<file path="config.mk">
export PLATFORM = sky130hd
export DESIGN_NAME = uart_rx
export DESIGN_NICKNAME = d
export VERILOG_FILES = /design/src/rtl/uart_rx.sv
export SDC_FILE = /design/constraint.sdc
export NUM_CORES = 1
export LEC_CHECK = 0
export ABC_AREA = 1
export BUFFER_PORTS_ARGS = -buffer_cell sky130_fd_sc_hd__buf_2
export CAP_MARGIN = 20
export CORE_MARGIN = 3
export CORE_UTILIZATION = 55
export CTS_CLUSTER_DIAMETER = 200
export DETAILED_ROUTE_END_ITERATION = 12
export GPL_TIMING_DRIVEN = 1
export PLACE_DENSITY_LB_ADDON = 0.1
export SLEW_MARGIN = 40
export SYNTH_ARGS = -nofsm -noshare
export SYNTH_HDL_FRONTEND = slang
export SYNTH_SLANG_ARGS = --single-unit
</file>
<file path="constraint.sdc">
create_clock -name clk -period 4.2 [get_ports clk]
set_clock_uncertainty 0.2 [all_clocks]
set_input_delay 0.21 -clock clk [delete_from_list [all_inputs] [get_ports clk]]
set_output_delay 0.21 -clock clk [all_outputs]
set_load 0.02 [all_outputs]
</file>
<file path="src/rtl/uart_rx.sv">
// rtl/uart_rx.sv - UART receiver: 2-flop synchroniser, mid-bit sampling, LSB-first deserialiser
// Optional build macro UART_RX_MAJORITY_EN: 2-of-3 majority vote on every bit sample.
module uart_rx #(
  parameter int BIT_RATE     = 9600,
  parameter int CLK_HZ       = 50_000_000,
  parameter int PAYLOAD_BITS = 8,
  parameter int STOP_BITS    = 1
) (
  input  logic                    clk,
  input  logic                    reset_n,
  input  logic                    uart_rxd,
  input  logic                    uart_rx_en,
  output logic                    uart_rx_busy,
  output logic                    uart_rx_valid,
  output logic [PAYLOAD_BITS-1:0] uart_rx_data,
  output logic                    uart_rx_frame_err
);

  // Same integer arithmetic as the transmitter so both ends agree cycle-exactly.
  localparam int CYCLES_PER_BIT = (1_000_000_000 / BIT_RATE) / (1_000_000_000 / CLK_HZ);
  localparam int HALF           = CYCLES_PER_BIT / 2;
  localparam int COUNT_W        = 1 + $clog2(CYCLES_PER_BIT);

  localparam logic [COUNT_W-1:0] BIT_TGT  = COUNT_W'(CYCLES_PER_BIT);
  localparam logic [COUNT_W-1:0] HALF_TGT = COUNT_W'(HALF);
  localparam logic [3:0]         LAST_BIT = 4'(PAYLOAD_BITS - 1);
  // Only the first stop bit is ever checked; with no stop bit there is nothing to violate.
  localparam bit                 HAS_STOP = (STOP_BITS > 0);

  typedef enum logic [1:0] {IDLE, START, RECV, STOP} state_t;

  state_t                  state_q;
  logic                    rx_meta_q;
  logic                    rxs_q;
  logic                    armed_q;
  logic [COUNT_W-1:0]      cnt_q;
  logic [3:0]              bit_cnt_q;
  logic [PAYLOAD_BITS-1:0] shift_q;
  logic [PAYLOAD_BITS-1:0] data_q;
  logic                    valid_q;
  logic                    frame_err_q;

  logic [COUNT_W-1:0]      target;
  logic                    sample_evt;
  logic                    sample;

  // Two-flop synchroniser; both stages reset to the idle (high) line level.
  always_ff @(posedge clk) begin
    if (!reset_n) begin
      rx_meta_q <= 1'b1;
      rxs_q     <= 1'b1;
    end else begin
      rx_meta_q <= uart_rxd;
      rxs_q     <= rx_meta_q;
    end
  end

`ifdef UART_RX_MAJORITY_EN
  // Last two synchronised values; together with the live rxs they form the 3-sample vote window.
  logic [1:0] hist_q;

  // Keep a rolling history of rxs so the vote covers counts target-2 .. target.
  always_ff @(posedge clk) begin
    if (!reset_n) begin
      hist_q <= 2'b11;
    end else begin
      hist_q <= {hist_q[0], rxs_q};
    end
  end

  assign sample = (hist_q[1] & hist_q[0]) | (hist_q[1] & rxs_q) | (hist_q[0] & rxs_q);
`else
  assign sample = rxs_q;
`endif

  // Start bit is sampled at its middle; every later bit one full period after the previous one.
  assign target     = (state_q == START) ? HALF_TGT : BIT_TGT;
  assign sample_evt = (cnt_q == target);

  // Frame FSM with its counters, shift register and registered result pulses.
  always_ff @(posedge clk) begin
    if (!reset_n) begin
      state_q     <= IDLE;
      armed_q     <= 1'b0;
      cnt_q       <= '0;
      bit_cnt_q   <= '0;
      shift_q     <= '0;
      data_q      <= '0;
      valid_q     <= 1'b0;
      frame_err_q <= 1'b0;
    end else begin
      valid_q     <= 1'b0;
      frame_err_q <= 1'b0;
      case (state_q)
        IDLE: begin
          cnt_q     <= '0;
          bit_cnt_q <= '0;
          // A line stuck low (break) never re-arms until it has been seen high again.
          if (armed_q && uart_rx_en && !rxs_q) begin
            state_q <= START;
            armed_q <= 1'b0;
          end else if (rxs_q) begin
            armed_q <= 1'b1;
          end
        end
        START: begin
          if (sample_evt) begin
            cnt_q   <= '0;
            state_q <= sample ? IDLE : RECV;
          end else begin
            cnt_q <= cnt_q + COUNT_W'(1);
          end
        end
        RECV: begin
          if (sample_evt) begin
            cnt_q     <= '0;
            shift_q   <= (shift_q >> 1) | (PAYLOAD_BITS'(sample) << (PAYLOAD_BITS - 1));
            bit_cnt_q <= bit_cnt_q + 4'd1;
            if (bit_cnt_q == LAST_BIT) begin
              state_q <= STOP;
            end
          end else begin
            cnt_q <= cnt_q + COUNT_W'(1);
          end
        end
        STOP: begin
          if (sample_evt) begin
            cnt_q       <= '0;
            data_q      <= shift_q;
            valid_q     <= !HAS_STOP || sample;
            frame_err_q <= HAS_STOP && !sample;
            state_q     <= IDLE;
          end else begin
            cnt_q <= cnt_q + COUNT_W'(1);
          end
        end
        default: state_q <= IDLE;
      endcase
    end
  end

  assign uart_rx_busy      = (state_q != IDLE);
  assign uart_rx_valid     = valid_q;
  assign uart_rx_data      = data_q;
  assign uart_rx_frame_err = frame_err_q;

endmodule

</file>
==> results of run 1 <==
==> layer usage <==
| layer | routed length, µm | share of wire [%] | vias up | global-route usage (%) |
|---|---|---|---|---|
| li1 | - | - | 789 | - |
| met1 | 1570 | 51 | 625 | 20.5 |
| met2 | 1320 | 43 | 18 | 27.9 |
| met3 | 99 | 3.2 | 5 | 4.28 |
| met4 | 62 | 2.0 | 0 | 8.09 |
| met5 | 0 | 0 | - | 0 |
==> cell type report <==
type	instances	area share [%]
Inverter	37	7.01
Clock inverter	1	0.253
Tap cell	44	2.78
Multi-Input combinational cell	155	40.7
Clock buffer	7	3.28
Timing Repair Buffer	16	4.55
Sequential cell	41	41.4
==> metrics by stage <==
| stage | hold slack (ns) | power (mW) |
|---|---|---|
| finish | 0.0439 | 0.668 |
| global route | 0.0576 | 0.702 |
| CTS | 0.0311 | 0.678 |
| detailed placement | 0.198 | 0.460 |
| global placement | 0.195 | 0.461 |
| floorplan | 0.117 | 0.452 |
==> cells in the mapped netlist (all sizes together), types with 4 or more instances <==
cell,number
nand2,46
dfxtp,41
inv,37
nor2,29
a21oi,28
o21ai,15
nand3,14
nand4,4
xor2,4
==> kinds of logic (layout without fill, tap and decap cells) <==
logic type / count (synthesis) / count (layout)
fa+ha+maj: 3 / 3
simple gates: 102 / 102
compound gates: 44 / 44
flops: 41 / 41
xor+xnor: 6 / 6
buf+inv: 41 / 61
==> power groups by stage <==
stage | logic (mW) | clock network, mW | registers, mW
6_report | 0.0526 | 0.215 | 0.400
5_1_grt | 0.0601 | 0.241 | 0.401
4_1_cts | 0.0531 | 0.224 | 0.400
3_5_place_dp | 0.0515 | 0 | 0.409
3_3_place_gp | 0.0519 | 0 | 0.409
2_1_floorplan | 0.0442 | 0 | 0.408
==> sequential cells by signal (all words and copies together) (netlist names), named ones only <==
name	cells
uart_rx_frame_err	1
shift_q	8
bit_cnt_q	4
armed_q	1
cnt_q	14
state_q	1
rxs_q	1
uart_rx_valid	1
uart_rx_data	8
rx_meta_q	1
==> path summary, 6_finish.rpt <==
path                      to  slack (ns)  cells past startpoint
setup / recovery  shift_q[3]        2.32                      9
hold / removal    shift_q[5]        0.04                      3
setup reg to reg  shift_q[3]        2.32                      9
hold reg to reg        rxs_q        0.24                      1
==> critical path: cells and delay by family, from the launching register on <==
kind | cells | cell delay (ns)
simple gates | 5 | 0.75
buf+inv | 1 | 0.07
compound gates | 2 | 0.27
fa+ha+maj | 1 | 0.13
flops | 1 | 0.36
==> repair_timing <==
item	CTS	global route
endpoints found under the setup margin	0	0
hold endpoints to repair	2	0
hold buffers	2	0
==> impl_metrics.csv, run 1 <==
group,metric,value,unit
layout,post-route-util,64.3,%
yosys,synth-simple-area-share,26.3,%
yosys,synth_area_leader_cell,"dfxtp_1",
cts,insertion_delay,0.34,ns
drt,routedWlPerCell,10.1,µm
status,status,"finished clean",
yosys,avgSynthCellArea,7.61,µm²
pwr,internal_power,507,µW
drt,ant_nets,0,
layout,regArea,821,µm²
worst_setup_path,rr_startpoint,"cnt_q[0]",
yosys,netlist_area,0.00180,mm²
drt,first_iter_violations,60,
global_route,groute.usage.overall,16.9,%
pwr,power.density,337,mW/mm²
layout,final_cell_mix,"42 x nand2_1, 41 x dfxtp_1, 34 x inv_1, 25 x a21oi_1, 24 x nor2_1",
die,die_h,63.3,µm
die,core_area,0.00308,mm²
drt,routed_wl,3.06,mm
yosys,syn_inst,237,
timing,finalWorstPathRequiredPeriod,1.88,ns
timing,finalWorstSetupSlack,2.32,ns
drt,routed_via_density,4.77,
yosys,synthMuxAreaShare,0,%
worst_hold_path,min_path_type,"primary input to register",
yosys,synth-edff-count,0,
cts,cts_buffers,5,
yosys,synthDistinctLibCells,28,
worst_setup_path,crit_start,"cnt_q[0]",
cts,post_cts_buffers,0,
pwr,swShare,24.1,%
flow_run,max_cap_violations,0,
cts,clkSlewWorstSetupHoldPaths,0.12,ns
yosys,ys_top_cells_by_area,"dfxtp_1 46%, nand2_1 8.7%, inv_1 7.1%",
worst_setup_path,start_kind,"register",
yosys,postSynthRegisterBits,41,
cts,clockRootBuffer,"clkbuf_4",
die,initial_core_util,58.6,%
timing,slew_headroom,73.8,%
yosys,synth_top_cell_area_share,45.5,%
yosys,synth_nets,244,
cts,cts_resized,0,
layout,fin_area,0.00198,mm²
place,dp.cells,291,
pwr,ir_drop,0.238,mV
global_route,grt_pass1_wl,5.40,mm
global_route,grt_max_degree,21,
yosys,synth_compound_gate_area_share,13.4,%
place,io_buffers,14,
pwr,power_frac_clock,32.2,%
pwr,power_frac_seq,59.9,%
drt,route.detailed.drc,0,
layout,final_layout_size_suffix_gt1_share,17.5,%
layout,multi_input_area,806,µm²
cts,clockBufferDepth,2,
worst_setup_path,slowest_stage,"dfxtp_1",
worst_setup_path,worst_setup_path_end_kind,"register",
cts,cts.sink_count,41,
timing,max_freq,532,MHz
yosys,synth_seq_area_share,45.5,%
yosys,ys.flop_type,"dfxtp_1",
worst_setup_path,path_class,"register to register",
global_route,antenna_found_initial,0,
yosys,synth_adder_area_share,2.08,%
timing,post-route-period-util,44.8,%
yosys,synth_top_family_by_area,"simple AND/OR/NAND/NOR gates",
die,die_w,63.3,µm
place,place.gp.congestion,0.777,
global_route,grt_pass1_vias,1309,
place,placed_area,0.00189,mm²
timing,grt_setup_unrepaired,"no",
drt,vias,1437,
layout,fin_nets,263,
cts,cts_tree,"built",
yosys,synthArstFlopShare,0,%
yosys,synthXorXnorAreaFrac,2.91,%
timing,finalHoldViolations,0,
pwr,p_sw,161,µW
timing,slew_violations,0,
timing,setup_viol,0,
layout,n_fill_cell,302,
worst_setup_path,critical_path_required,4.24,ns
layout,layout_commonest_cell,"nand2_1",
yosys,yosysWarningCount,0,
place,hpwlAfterDp,2.22,mm
worst_setup_path,max_stage_delay,0.36,ns
worst_setup_path,worstPathMaxFanout,14,
timing,worstMarginPinSlew,0.393,ns
worst_hold_path,worstHoldStart,"reset_n",
layout,n_antenna_cell,0,
pwr,combPwrFrac,7.9,%
global_route,grt_overflow,0,
die,io-pin-count,15,
die,die_area,0.00400,mm²
cts,htree_num_levels,2,
layout,fin_cells,301,
worst_setup_path,crit_path_cell_trace,"inv_1, ha_1, nand3_1, nor2_1, nand2_1, nor2_2, nand2_2, o21ai_0, a21oi_1",
pwr,p_leak,0.780,nW
worst_setup_path,cp.arrival,1.92,ns
place,dp_slack,2.30,ns
die,num_rows,20,
timing,setup_tns,0,ns
layout,syn_to_final_growth,9.85,%
drt,drtPass1Iterations,4,
Note: power is estimated with default switching activity, not from simulation.
==> run 2, diff against run 1 <==
==> constraint.sdc (replaced) <==
create_clock -name clk -period 1.8 [get_ports clk]
set_clock_uncertainty 0.2 [all_clocks]
set_input_delay 0.09 -clock clk [delete_from_list [all_inputs] [get_ports clk]]
set_output_delay 0.09 -clock clk [all_outputs]
set_load 0.02 [all_outputs]
==> impl_metrics.csv, run 2 (synthesis gave the netlist of run 1 again) <==
group,metric,value,unit
die,initial_core_util,58.6,%
worst_setup_path,crit_top_cell,"nor2_4",
drt,first_iter_violations,74,
drt,routed_wl,3.34,mm
die,core_area,0.00308,mm²
timing,slew_headroom,80.4,%
global_route,grt_max_degree,20,
worst_hold_path,hold_path_depth,1,
layout,largest_reg_flops,14,
layout,syn_to_final_growth,23.5,%
worst_setup_path,crit_path_cell_trace,"inv_2, ha_4, nand3_2, nor2_4, nand2_2, nor2_4, nand2_4, o21ai_0, a21oi_1",
drt,route.detailed.drc,0,
layout,top_register,"cnt_q",
pwr,power.density,763,mW/mm²
worst_hold_path,min_path_type,"register to register",
layout,post-route-util,72.4,%
layout,final_layout_size_suffix_gt1_share,30.0,%
worst_setup_path,reg2regPathDepth,9,
place,io_buffers,14,
global_route,groute.usage.overall,18.0,%
layout,n_fill_cell,249,
layout,n_antenna_cell,0,
die,die_area,0.00400,mm²
place,place.gp.congestion,0.779,
place,hpwlAfterDp,2.35,mm
worst_setup_path,crit_family,"simple AND/OR/NAND/NOR gates",
drt,routedWlPerCell,10.5,µm
global_route,grt_pass1_vias,1393,
cts,cts.sink_count,41,
worst_setup_path,worst_setup_path_end_kind,"register",
pwr,ir_drop,0.590,mV
worst_setup_path,r2r_setup_slack,0.07,ns
worst_setup_path,start_kind,"register",
cts,cts_tree,"built",
timing,grt_setup_unrepaired,"yes",
layout,multi_input_area,898,µm²
timing,post-route-period-util,96.1,%
layout,regArea,832,µm²
layout,final_cell_mix,"37 x nand2_1, 36 x dfxtp_1, 31 x inv_1, 23 x a21oi_1, 20 x nor2_1",
cts,insertion_delay,0.36,ns
worst_setup_path,critical_path_required,1.86,ns
timing,setup_viol,0,
cts,clockBufferDepth,2,
cts,clockRootBuffer,"clkbuf_4",
die,num_rows,20,
die,io-pin-count,15,
worst_setup_path,path_class,"register to register",
timing,finalWorstPathRequiredPeriod,1.73,ns
timing,slew_violations,0,
worst_setup_path,cp.depth,9,
drt,drtPass1Iterations,4,
timing,finalHoldViolations,0,
cts,cts_buffers,5,
layout,fin_area,0.00223,mm²
timing,finalWorstSetupSlack,0.0703,ns
pwr,p_total,1.70,mW
timing,setup_tns,0,ns
global_route,grt_overflow,0,
place,dp_slack,-0.0483,ns
timing,worstMarginPinSlew,0.293,ns
layout,layout_commonest_cell,"nand2_1",
die,die_h,63.3,µm
flow_run,max_cap_violations,0,
cts,clkSlewWorstSetupHoldPaths,0.13,ns
cts,htree_num_levels,2,
worst_setup_path,cp_num_buf_inv,1,
global_route,antenna_found_initial,0,
status,status,"finished clean",
layout,fin_nets,279,
die,die_w,63.3,µm
timing,max_freq,578,MHz
pwr,p_leak,0.886,nW
drt,routed_via_density,4.80,
drt,vias,1521,
worst_setup_path,worstPathMaxFanout,14,
global_route,grt_pass1_wl,5.71,mm
place,placed_area,0.00199,mm²
worst_setup_path,max_stage_delay,0.38,ns
drt,ant_nets,0,
worst_setup_path,cp.arrival,1.79,ns
worst_setup_path,slowest_stage,"dfxtp_4",
-- run 2: changes by cell type in the layout (fill, tap and decap cells not counted), sizes merged --
cell         before  now
buf              14   28
bufinv            0    1
clkbuf            7    5
clkinvlp          0    1
dlygate4sd3       2    4
-- run 2: layer usage --
layer  GRT usage [%]  part of all wire, %  up-vias
met1            21.3                   49      676
met4            8.09                  1.8        0
met5               0                    0        -
met2            29.9                   46       16
met3            5.35                  2.7        6
li1                -                    -      823
-- run 2: final timing paths --
kind,end,startpoint
worst max-delay path,shift_q[0],cnt_q[0]
worst min-delay path,rxs_q,rx_meta_q
worst max register to register,shift_q[0],cnt_q[0]
worst min register to register,rxs_q,rx_meta_q
-- run 2: power by group --
group / switching [mW] / internal, mW / total [mW]
sequential: 0.0101 / 0.918 / 0.928
combinational: 0.104 / 0.0581 / 0.162
clock: 0.314 / 0.294 / 0.608
-- run 2: what timing repair did --
action,in CTS,in global routing
setup buffers,0,1
endpoints found under the hold margin,28,0
setup endpoints to repair,11,33
pin swaps,0,8
resized for setup,1,34
hold buffers,4,0
-- run 2: worst reg2reg max path, stage by stage (launching register included) --
cell and delay [ns]:
dfxtp_4 0.38, inv_2 0.07, ha_4 0.12, nand3_2 0.09, nor2_4 0.16, nand2_2 0.09, nor2_4 0.17, nand2_4 0.13
o21ai_0 0.17, a21oi_1 0.05
-- run 2: cell type report --
type                       count  area share [%]
multi-input combinational    155            40.3
sequential                    41            37.4
timing repair buffer          32            9.83
inverter                      37            6.24
tap                           44            2.47
clock inverter                 3            2.08
clock buffer                   5            1.69
-- run 2: metrics by stage --
step	cells	hold slack, ns
2_1_floorplan	237	-0.00342
3_3_place_gp	304	0.0765
3_5_place_dp	304	0.0813
4_1_cts	316	0.235
5_1_grt	317	0.261
6_report	317	0.232
==> run 3, diff against run 2 <==
--- a/config.mk
+++ b/config.mk
@@ -8,8 +8,7 @@
 export ABC_AREA = 1
 export BUFFER_PORTS_ARGS = -buffer_cell sky130_fd_sc_hd__buf_2
 export CAP_MARGIN = 20
-export CORE_MARGIN = 3
-export CORE_UTILIZATION = 55
+export CORE_UTILIZATION = 58
 export CTS_CLUSTER_DIAMETER = 200
 export DETAILED_ROUTE_END_ITERATION = 12
 export GPL_TIMING_DRIVEN = 1
==> constraint.sdc (replaced) <==
create_clock -name clk -period 1.7 [get_ports clk]
set_clock_uncertainty 0.2 [all_clocks]
set_input_delay 0.085 -clock clk [delete_from_list [all_inputs] [get_ports clk]]
set_output_delay 0.085 -clock clk [all_outputs]
set_load 0.02 [all_outputs]
==> impl_metrics.csv, run 3 (synthesis gave the netlist of run 1 again) <==
group,metric,value,unit
layout,final_cell_mix,"31 x dfxtp_1, 30 x inv_1, 29 x buf_4, 27 x nand2_1, 19 x a21oi_1",
die,die_area,0.00334,mm²
place,place.gp.congestion,0.780,
cts,htree_num_levels,2,
worst_setup_path,start_kind,"register",
die,core_area,0.00285,mm²
worst_hold_path,holdPathEnd,"rxs_q",
worst_setup_path,worst_setup_path_end_kind,"register",
layout,fin_area,0.00254,mm²
pwr,p_leak,1.03,nW
worst_setup_path,r2r-end,"uart_rx_data[4]",
layout,top_register,"cnt_q",
worst_setup_path,crit_family,"simple AND/OR/NAND/NOR gates",
worst_hold_path,worstHoldStart,"rx_meta_q",
worst_setup_path,slowest_stage,"dfxtp_4",
layout,fin_cells,323,
flow_run,max_cap_violations,0,
timing,worstMarginPinSlew,0.300,ns
layout,n_fill_cell,123,
timing,max_freq,539,MHz
layout,n_antenna_cell,0,
drt,routed_via_density,5.61,
cts,cts.sink_count,41,
timing,grt_setup_unrepaired,"yes",
drt,ant_nets,0,
status,violations,"setup timing",
worst_setup_path,r2r_setup_slack,-0.16,ns
cts,cts_tree,"built",
worst_setup_path,reg2regPathDepth,10,
die,initial_core_util,63.2,%
place,placed_area,0.00208,mm²
worst_setup_path,critical_path_required,1.80,ns
die,io-pin-count,15,
worst_hold_path,hold_path_depth,1,
layout,layout_commonest_cell,"dfxtp_1",
timing,finalWorstSetupSlack,-0.155,ns
cts,clockBufferDepth,2,
layout,final_layout_size_suffix_gt1_share,46.2,%
global_route,grt_pass1_wl,6.18,mm
timing,setup_viol,28,
cts,clockRootBuffer,"clkbuf_4",
worst_setup_path,rr_startpoint,"cnt_q[0]",
cts,cts_buffers,5,
die,num_rows,19,
worst_setup_path,cp.arrival,1.95,ns
drt,vias,1813,
global_route,grt_pass1_vias,1500,
global_route,grt_overflow,0,
worst_setup_path,crit_path_cell_trace,"inv_2, ha_4, nand3_4, nor2_4, nand2_2, nor2_4, nand3_4, nand2_1, nand2_1, a21oi_1",
place,dp.cells,305,
place,dp_slack,-0.123,ns
drt,first_iter_violations,137,
timing,finalWorstPathRequiredPeriod,1.86,ns
status,status,"complete, but fails checks",
layout,syn_to_final_growth,41.2,%
drt,drtPass1Iterations,7,
pwr,p_total,1.89,mW
place,hpwlAfterDp,2.39,mm
timing,finalHoldViolations,0,
pwr,power.density,744,mW/mm²
die,die_w,57.8,µm
worst_setup_path,max_stage_delay,0.38,ns
global_route,antenna_found_initial,0,
drt,routed_wl,5.23,mm
worst_setup_path,cp_num_buf_inv,1,
timing,slew_headroom,79.8,%
drt,routedWlPerCell,16.2,µm
worst_hold_path,min_path_type,"register to register",
worst_setup_path,worstPathMaxFanout,7,
place,io_buffers,14,
global_route,groute.usage.overall,23.7,%
cts,clkSlewWorstSetupHoldPaths,0.13,ns
cts,insertion_delay,0.35,ns
timing,post-route-period-util,109,%
global_route,grt_max_degree,20,
die,die_h,57.8,µm
worst_setup_path,path_class,"register to register",
layout,largest_reg_flops,14,
timing,slew_violations,0,
drt,route.detailed.drc,0,
layout,fin_nets,298,
pwr,ir_drop,0.703,mV
[run 3: power breakdown]
group	total, mW	internal (mW)	switching (mW)
clock	0.652	0.311	0.340
combinational	0.251	0.0958	0.155
sequential	0.990	0.974	0.0161
total	1.89	1.38	0.512
[run 3: what timing repair did]
item                                   4_1_cts  5_1_grt
endpoints found under the hold margin       19        0
pin swaps                                    2       24
gates resized for setup                     19       73
setup endpoints to repair                   35       38
cloned                                       0        0
hold buffers                                 4        0
setup buffers                                0        7
[run 3: how the worst max path moves through the flow]
stage | from | end | cells past startpoint
floorplan | cnt_q[0] | shift_q[7] | 10
global placement | cnt_q[0] | cnt_q[12] | 9
detailed placement | cnt_q[0] | cnt_q[12] | 9
CTS | cnt_q[11] | cnt_q[11] | 11
global route | cnt_q[4] | uart_rx_data[4] | 10
finish | cnt_q[0] | uart_rx_data[4] | 10
[run 3: layer usage]
metal / vias up / track usage (%) / share of wire, %
li1: 865 / - / -
met4: 0 / 8.50 / 4.3
met2: 85 / 40.7 / 50
met5: - / 0 / 0
met1: 832 / 29.7 / 40
met3: 31 / 4.91 / 6.3
[run 3: worst reg2reg max path, cell delays in order (launching register included)]
cell	delay, ns
dfxtp_4	0.38
inv_2	0.07
ha_4	0.13
nand3_4	0.07
nor2_4	0.20
nand2_2	0.11
nor2_4	0.19
nand3_4	0.16
nand2_1	0.11
nand2_1	0.06
a21oi_1	0.13
[run 3: layout make-up]
type	count	area, µm²	area share [%]
clock inverter	3	46.3	1.82
inverter	37	149	5.85
sequential	41	841	33.0
tap	31	38.8	1.52
clock buffer	5	37.5	1.47
timing repair buffer	51	373	14.7
multi-input combinational	155	1060	41.6
[run 3: metrics by stage]
stage | setup TNS (ns) | hold WS, ns | util, %
floorplan | 0 | -0.00842 | -
global placement | -1.06 | 0.0706 | 72.8
detailed placement | -1.93 | 0.0751 | 72.8
CTS | -0.0427 | 0.230 | 79.6
global route | -4.58 | 0.256 | 89.2
finish | -2.01 | 0.231 | 89.2
